## config.mk

```make
export PLATFORM = sky130hd
export DESIGN_NAME = ram_bist
export DESIGN_NICKNAME = d
export VERILOG_FILES = /design/src/rtl/ram_bist_pkg.sv /design/src/rtl/ram_bist.sv
export SDC_FILE = /design/constraint.sdc
export NUM_CORES = 1
export LEC_CHECK = 0
export CAP_MARGIN = 25
export CORE_ASPECT_RATIO = 0.75
export CORE_MARGIN = 4
export CORE_UTILIZATION = 49
export CTS_CLUSTER_SIZE = 12
export DETAILED_ROUTE_END_ITERATION = 7
export PLACE_DENSITY_LB_ADDON = 0.25
export SLEW_MARGIN = 10
export SYNTH_ARGS = -nofsm -noshare
export SYNTH_HDL_FRONTEND = slang
export SYNTH_SLANG_ARGS = --single-unit
```

## constraint.sdc

```tcl
create_clock -name clk -period 3 [get_ports clk]
set_clock_uncertainty 0.1 [all_clocks]
set_input_delay 0.6 -clock clk [delete_from_list [all_inputs] [get_ports clk]]
set_output_delay 0.6 -clock clk [all_outputs]
set_load 0.1 [all_outputs]
```

## src/rtl/ram_bist_pkg.sv

```systemverilog
// Shared types and helpers for the RAM built-in self test.
// Holds the FSM state set, the default seed and the test pattern.
package ram_bist_pkg;

    typedef enum logic [2:0] {
        IDLE,
        WRITE,
        READ,
        FLUSH,
        DONE
    } state_e;

    localparam logic [7:0] SEED_DEFAULT = 8'hA5;

    // Pass 1 writes the complement so every cell sees both polarities.
    function automatic logic [63:0] pattern(
        input logic [63:0] addr,
        input logic [63:0] seed,
        input logic        pass
    );
        return pass ? ~(addr ^ seed) : (addr ^ seed);
    endfunction

endpackage

```

## src/rtl/ram_bist.sv

```systemverilog
// Two-pass write/read-back self test for a synchronous single-clock RAM.
// Stops at the first mismatch and reports address, expected and read data.
module ram_bist
    import ram_bist_pkg::*;
#(
    parameter int                 D_WIDTH = 8,
    parameter int                 A_WIDTH = 5,
    parameter int                 A_MAX   = 32,
    parameter logic [D_WIDTH-1:0] SEED    = D_WIDTH'(SEED_DEFAULT)
) (
    input  logic               clk,
    input  logic               reset,
    input  logic               start,
    output logic               busy,
    output logic               done,
    output logic               error,
    output logic [A_WIDTH-1:0] fail_address,
    output logic [D_WIDTH-1:0] fail_expected,
    output logic [D_WIDTH-1:0] fail_actual,
    output logic [A_WIDTH-1:0] address_write,
    output logic [D_WIDTH-1:0] data_write,
    output logic               write_enable,
    output logic [A_WIDTH-1:0] address_read,
    input  logic [D_WIDTH-1:0] data_read
);

    localparam logic [A_WIDTH-1:0] LAST = A_WIDTH'(A_MAX - 1);

    state_e             state_q, state_d;
    logic [A_WIDTH-1:0] cnt_q, cnt_d;
    logic               pass_q, pass_d;
    logic               rd_vld_q, rd_vld_d;
    logic [A_WIDTH-1:0] rd_addr_q, rd_addr_d;
    logic               busy_q, busy_d;
    logic               done_q, done_d;
    logic               error_q, error_d;
    logic [A_WIDTH-1:0] fail_address_q, fail_address_d;
    logic [D_WIDTH-1:0] fail_expected_q, fail_expected_d;
    logic [D_WIDTH-1:0] fail_actual_q, fail_actual_d;
    logic               we_q, we_d;
    logic [A_WIDTH-1:0] aw_q, aw_d;
    logic [D_WIDTH-1:0] dw_q, dw_d;
    logic [A_WIDTH-1:0] ar_q, ar_d;
    logic [D_WIDTH-1:0] rd_expected;
    logic               mismatch;

    always_comb begin
        state_d         = state_q;
        cnt_d           = cnt_q;
        pass_d          = pass_q;
        error_d         = error_q;
        fail_address_d  = fail_address_q;
        fail_expected_d = fail_expected_q;
        fail_actual_d   = fail_actual_q;
        rd_vld_d        = (state_q == READ);
        rd_addr_d       = cnt_q;
        rd_expected     = D_WIDTH'(pattern(64'(rd_addr_q), 64'(SEED), pass_q));
        mismatch        = rd_vld_q && (data_read != rd_expected)
                          && (state_q == READ || state_q == FLUSH);

        unique case (state_q)
            IDLE: begin
                if (start) begin
                    state_d         = WRITE;
                    cnt_d           = '0;
                    pass_d          = 1'b0;
                    error_d         = 1'b0;
                    fail_address_d  = '0;
                    fail_expected_d = '0;
                    fail_actual_d   = '0;
                end
            end
            WRITE: begin
                if (cnt_q == LAST) begin
                    cnt_d   = '0;
                    state_d = READ;
                end else begin
                    cnt_d = cnt_q + A_WIDTH'(1);
                end
            end
            READ: begin
                if (cnt_q == LAST) begin
                    cnt_d   = '0;
                    state_d = FLUSH;
                end else begin
                    cnt_d = cnt_q + A_WIDTH'(1);
                end
            end
            FLUSH: begin
                if (!pass_q) begin
                    state_d = WRITE;
                    pass_d  = 1'b1;
                    cnt_d   = '0;
                end else begin
                    state_d = DONE;
                end
            end
            DONE:    state_d = IDLE;
            default: state_d = IDLE;
        endcase

        // The last read of a pass is still compared during FLUSH.
        if (mismatch) begin
            state_d         = DONE;
            error_d         = 1'b1;
            fail_address_d  = rd_addr_q;
            fail_expected_d = rd_expected;
            fail_actual_d   = data_read;
        end

        we_d   = (state_d == WRITE);
        aw_d   = we_d ? cnt_d : aw_q;
        dw_d   = we_d ? D_WIDTH'(pattern(64'(cnt_d), 64'(SEED), pass_d)) : dw_q;
        ar_d   = (state_d == READ) ? cnt_d : ar_q;
        busy_d = (state_d == WRITE) || (state_d == READ) || (state_d == FLUSH);
        done_d = (state_d == DONE);
    end

    always_ff @(posedge clk) begin
        if (reset) begin
            state_q         <= IDLE;
            cnt_q           <= '0;
            pass_q          <= 1'b0;
            rd_vld_q        <= 1'b0;
            rd_addr_q       <= '0;
            busy_q          <= 1'b0;
            done_q          <= 1'b0;
            error_q         <= 1'b0;
            fail_address_q  <= '0;
            fail_expected_q <= '0;
            fail_actual_q   <= '0;
            we_q            <= 1'b0;
            aw_q            <= '0;
            dw_q            <= '0;
            ar_q            <= '0;
        end else begin
            state_q         <= state_d;
            cnt_q           <= cnt_d;
            pass_q          <= pass_d;
            rd_vld_q        <= rd_vld_d;
            rd_addr_q       <= rd_addr_d;
            busy_q          <= busy_d;
            done_q          <= done_d;
            error_q         <= error_d;
            fail_address_q  <= fail_address_d;
            fail_expected_q <= fail_expected_d;
            fail_actual_q   <= fail_actual_d;
            we_q            <= we_d;
            aw_q            <= aw_d;
            dw_q            <= dw_d;
            ar_q            <= ar_d;
        end
    end

    assign busy          = busy_q;
    assign done          = done_q;
    assign error         = error_q;
    assign fail_address  = fail_address_q;
    assign fail_expected = fail_expected_q;
    assign fail_actual   = fail_actual_q;
    assign write_enable  = we_q;
    assign address_write = aw_q;
    assign data_write    = dw_q;
    assign address_read  = ar_q;

endmodule
```

==> results of run 1 <==
-- worst min path at each step --
stage / from / endpoint / cells after the start / slack (ps)
3_5_place_dp: error / error / 2 / 360
5_1_grt: error / error / 2 / 390
2_1_floorplan: cnt_q[4] / rd_addr_q[4] / 1 / 360
3_3_place_gp: error / error / 2 / 350
4_1_cts: error / error / 2 / 370
6_report: error / error / 2 / 370
-- kinds of logic after synthesis --
kind of cell	count (synthesis)
adder cells (fa/ha/maj)	2
flip-flops	56
buffers and inverters	23
XOR/XNOR	14
multiplexers	12
AO/OA/AOI/OAI	57
AND/OR/NAND/NOR	98
-- area by class of cell --
| class | instances | area share |
|---|---|---|
| clock inverter | 1 | 0.00301 |
| sequential | 56 | 0.385 |
| clock buffer | 7 | 0.0262 |
| tap | 57 | 0.0245 |
| multi-input combinational | 183 | 0.390 |
| inverter | 4 | 0.00515 |
| timing repair buffer | 62 | 0.167 |
-- layer usage --
metal  GRT usage  wire [µm]  vias up
met5           0          0        -
met4      0.0509         55        0
met1       0.266       2730      960
met2       0.288       2430       37
li1            -          -     1013
met3      0.0433        214        7
-- synthesized netlist by cell type, types with 2 or more instances --
cell       n  area [µm²]
nor3b_1    4        30.0
a32oi_1    2        17.5
xor2_1     5        43.8
a21oi_1   34         170
a311oi_1   3        26.3
buf_4      3        22.5
inv_1      4        15.0
clkbuf_1  11        41.3
ha_1       2        25.0
nor2_1    11        41.3
and3_1     3        18.8
o211ai_2   2        25.0
xnor2_1    9        78.8
mux2_2    10         113
nor3_1     4        20.0
nand2_1   24        90.1
nand2b_1   3        18.8
mux2i_1    2        20.0
o21ai_0    7        35.0
nor4bb_1   2        20.0
buf_2      4        20.0
dfxtp_1   56        1120
nor2b_1   18         113
nand3_1   24         120
-- through the flow --
stage	hold WS [ps]	util	setup WS, ps	instances
floorplan	365	-	696	262
global placement	346	0.622	224	362
detailed placement	357	0.622	158	362
CTS	371	0.641	462	370
global route	388	0.641	242	370
finish	373	0.641	453	370
-- flip-flops by register name, indices dropped and copies added (netlist names) --
register,count
fail_actual,8
data_write,7
fail_expected,7
address_read,5
address_write,5
cnt_q,5
fail_address,5
rd_addr_q,5
state_q,3
busy,1
done,1
error,1
pass_q,1
rd_vld_q,1
write_enable,1
-- worst min-delay path, stage by stage (launching register included) --
cell     delay (ps)
dfxtp_1         330
nand2_1          50
a21oi_1          50
-- report_power, final --
| group | switching, mW | internal, mW | total (mW) |
|---|---|---|---|
| Clock | 0.238 | 0.168 | 0.406 |
| Sequential | 0.00899 | 0.753 | 0.762 |
| Combinational | 0.111 | 0.0440 | 0.155 |
==> out/results.txt, run 1 <==
final WL = 5440 µm
hold buffers post-CTS = 0
max-slew violation count = 0
Post-Syn Instances = 262
largest net degree at the start of global routing = 29
Max Cap Violations = 0
layout cells sized above 1 = 0.233
Hold Crit Class = flip-flop to flip-flop
most frequent cells in the layout = dfxtp_1 (56), buf_4 (52), a21oi_1 (34)
vias per std cell = 5.45
Worst-Skew Late Latency = 310 ps
CP Max Fanout = 10
power density cells = 454 nW/µm²
GPL Wtd Cong = 0.800
CTS Sinks = 56
syn_nets = 275
Total GRT Usage = 0.188
Seq/Total Area, Yosys = 0.475
Adder-Cell Fraction of Synth Area = 0.0106
Final Hold Viols = 0
Die H = 68.1 µm
stages on the worst setup path = 8
clock buffer depth = 2
Rel. slew slack = 0.710
Setup TNS Final = 0 ps
most common cell after layout, fill and taps aside = dfxtp_1
P_leak = 1.18 nW
RSZ-0062 raised after global routing = no
Synth Area in Compound Gates = 0.147
peak supply drop = 278 µV
DP HPWL = 3990 µm
simple-gate share of the synthesized area = 0.215
Starting Density = 0.519
Synth Area in XOR/XNOR = 0.0520
reg2reg end = address_write[4]
CP cell instances = clkdlybuf4s50_1 -> nor4bb_1 -> o221ai_1 -> o21a_1 -> o211ai_2 -> buf_4 -> nand2b_1 -> o31ai_1
critical path required time = 3110 ps
initial antenna violation count = 0
mux contribution to synthesized area = 0.0562
first-pass GRT wire length = 8790 µm
Post-CTS Setup Bufs = 0
area of the mapped netlist = 2360 µm²
register bit total from synthesis = 56
CP endpoint kind = flip-flop
placed inst area = 2830 µm²
final antenna-violating net count = 0
critical path endpoint = data_write[3]
# DRC = 0
Multi-input gate area = 1140 µm²
clk root buf = clkbuf_8
Bufs and invs on worst path = 2
Worst path slowest cell = clkdlybuf4s50_1
slew of the pin with the lowest slew margin = 435 ps
via count = 2017
Starting DRT DRC Count = 124
Clock H-tree levels = 2
CTS tree = done
routed len/inst = 14.7 µm
critical path's top delay family = compound AO/OA/AOI/OAI gates
Worst Path Arrival = 2660 ps
main combinational cell family by area after synthesis = simple AND/OR/NAND/NOR gates
predominant post-synthesis flop cell = dfxtp_1
max frequency = 393 MHz
Async S/R FF share, synth = 0
I/O Pins = 54
worst reg2reg path depth = 9
Fill cells = 389
register area = 1120 µm²
final worst-path cycle share = 0.849
TritonCTS buffer count = 5
Post-CTS Resized = 0
Worst Setup SP = data_read[7]
PortBufs = 53
Syn Area/Cell = 9.01 µm²
Finished Cell Area = 2910 µm²
crit-path max cell delay = 490 ps
clock slew at reported path FFs = 100 ps
Syn. warnings = 0
vias in the first global route = 1815
origin of the critical flop-to-flop path = cnt_q[0]
num rows = 21
drt pass-1 iters = 4
Worst Path Class, Setup = input port to flip-flop
Worst R2R Setup Slack = 480 ps
Tot Pwr = 1.32 mW
number of enable flip-flop cells after synthesis = 0
Area Growth Syn to Fin = 23.5%
final setup fails = 0
CP startpoint kind = input port
status = completed
distinct cell type count after synthesis = 39
gr ovfl total = 0
post-layout min period = 2550 ps
CORE AREA = 4550 µm²
die area = 6000 µm²
Die W = 88.1 µm
nets@finish = 325
ANT cells = 0
Note: power is estimated with default switching activity, not from simulation.
==> inputs of run 2 (changes only) <==
==> constraint.sdc (replaced) <==
create_clock -name clk -period 2.6 [get_ports clk]
set_clock_uncertainty 0.1 [all_clocks]
set_input_delay 0.52 -clock clk [delete_from_list [all_inputs] [get_ports clk]]
set_output_delay 0.52 -clock clk [all_outputs]
set_load 0.1 [all_outputs]
==> out/results.txt, run 2 (synthesis results as in run 1) <==
Starting Density = 0.519 (unchanged)
drt pass-1 iters = 4 (unchanged)
Rel. slew slack = 0.578 (-0.132)
placed inst area = 2840 µm² (+0.27%)
Die H = 68.1 µm (unchanged)
TritonCTS buffer count = 5 (unchanged)
CP Max Fanout = 5 (-5)
CTS tree = done
Worst Path Class, Setup = flip-flop to flip-flop
ANT cells = 0 (unchanged)
DP Worst Slack = -166 ps (-324 ps)
clock slew at reported path FFs = 100 ps (about the same)
slew of the pin with the lowest slew margin = 633 ps (+198 ps)
peak supply drop = 331 µV (+19%)
placed cell count = 363 (+0.28%)
Finished Cell Area = 2940 µm² (+0.86%)
Worst Path Arrival = 2600 ps (-60 ps)
first-pass GRT wire length = 8450 µm (-3.8%)
via count = 1995 (-1.1%)
final worst-path cycle share = 0.955
register area = 1120 µm² (unchanged)
initial antenna violation count = 0 (unchanged)
CTS Sinks = 56 (unchanged)
final antenna-violating net count = 0 (unchanged)
number of flip-flops in the largest register = 8 (unchanged)
Area Growth Syn to Fin = 24.5%
power density cells = 524 nW/µm² (+15%)
worst hold stages = 2 (unchanged)
P_leak = 1.19 nW (+1.2%)
final setup fails = 0 (unchanged)
most common cell after layout, fill and taps aside = dfxtp_1
vias per std cell = 5.38 (-1.4%)
vias in the first global route = 1741 (-4.1%)
clk root buf = clkbuf_8
Post-CTS Setup Bufs = 0 (unchanged)
Setup TNS Final = 0 ps (unchanged)
Psw = 0.427 mW (+19%)
max-slew violation count = 0 (unchanged)
Int Power = 1.11 mW (+15%)
final WL = 5330 µm (-1.9%)
num rows = 21 (unchanged)
hold buffers post-CTS = 0 (unchanged)
DP HPWL = 3790 µm (-5.2%)
Clock Power Share = 0.313 (+0.006)
Die W = 88.1 µm (unchanged)
Net Sw Frac = 0.277 (+0.00571)
Post-CTS Resized = 0 (unchanged)
CORE AREA = 4550 µm² (unchanged)
# DRC = 0 (unchanged)
largest net degree at the start of global routing = 37 (+28%)
final cell count without fillers = 371 (+0.27%)
post-layout min period = 2480 ps
clock buffer depth = 2 (unchanged)
Multi-input gate area = 1150 µm² (+0.99%)
Comb pwr share = 0.117 (about the same)
Clock H-tree levels = 2 (unchanged)
nets@finish = 326 (+0.31%)
max frequency = 403 MHz
routed len/inst = 14.4 µm (-2.2%)
Hold Crit Class = flip-flop to flip-flop
Fill cells = 403 (+3.6%)
Hold WS = 363 ps (-10.2 ps)
I/O Pins = 54 (unchanged)
gr ovfl total = 0 (unchanged)
GPL Wtd Cong = 0.789 (-1.4%)
worst reg2reg path depth = 8 (-1)
critical path required time = 2710 ps (-400 ps)
Starting DRT DRC Count = 126 (+1.6%)
layout cells sized above 1 = 0.248 (+0.0152)
Final Hold Viols = 0 (unchanged)
CP endpoint kind = flip-flop
most frequent cells in the layout = dfxtp_1 (56), buf_4 (53), a21oi_1 (34)
Worst-Skew Late Latency = 310 ps (about the same)
PortBufs = 53 (unchanged)
CP startpoint kind = flip-flop
Max Cap Violations = 0 (unchanged)
Total GRT Usage = 0.183 (-0.00441)
status = completed
post-route setup slack = 117 ps (-336 ps)
sequential fraction of design power = 0.571 (-0.005)
die area = 6000 µm² (unchanged)
-- run 2: cell type report --
| class | count | share of cell area |
|---|---|---|
| well taps | 57 | 0.0243 |
| repair buffers | 63 | 0.168 |
| multi-input cells | 183 | 0.390 |
| clock inverters | 3 | 0.00766 |
| flip-flops and latches | 56 | 0.381 |
| clock buffers | 5 | 0.0234 |
| inverters | 4 | 0.00511 |
-- run 2: metal layers --
metal,track usage,wire (µm),up-vias,part of all wire
met5,0,0,-,0
met4,0.0717,55,0,0.010
met3,0.0445,350,6,0.066
met2,0.262,2330,59,0.44
met1,0.264,2600,917,0.49
li1,-,-,1013,-
-- run 2: worst max-delay path, cell delays in order (launching register included) --
cell	delay (ps)
dfxtp_1	410
ha_1	210
and3_1	160
ha_1	240
nor3b_1	360
a21oi_1	120
and2_1	200
nand2_1	210
mux2_2	370
-- run 2: metrics by stage --
stage	utilization	total power, mW
after floorplan	-	1.03
after global placement	0.624	1.08
after detailed placement	0.624	1.08
after CTS	0.644	1.56
after global routing	0.647	1.60
final	0.647	1.54
-- run 2: final timing paths --
path / startpoint / end / slack (ps)
max: cnt_q[0] / address_write[1] / 120
min reg2reg: error / error / 360
max reg2reg: cnt_q[0] / address_write[1] / 120
min: error / error / 360
-- run 2: power groups by stage --
stage	clock, mW	combinational, mW	sequential [mW]
global placement	0	0.178	0.900
floorplan	0	0.0697	0.957
finish	0.482	0.180	0.879
detailed placement	0	0.178	0.900
CTS	0.498	0.179	0.880
global route	0.531	0.190	0.882
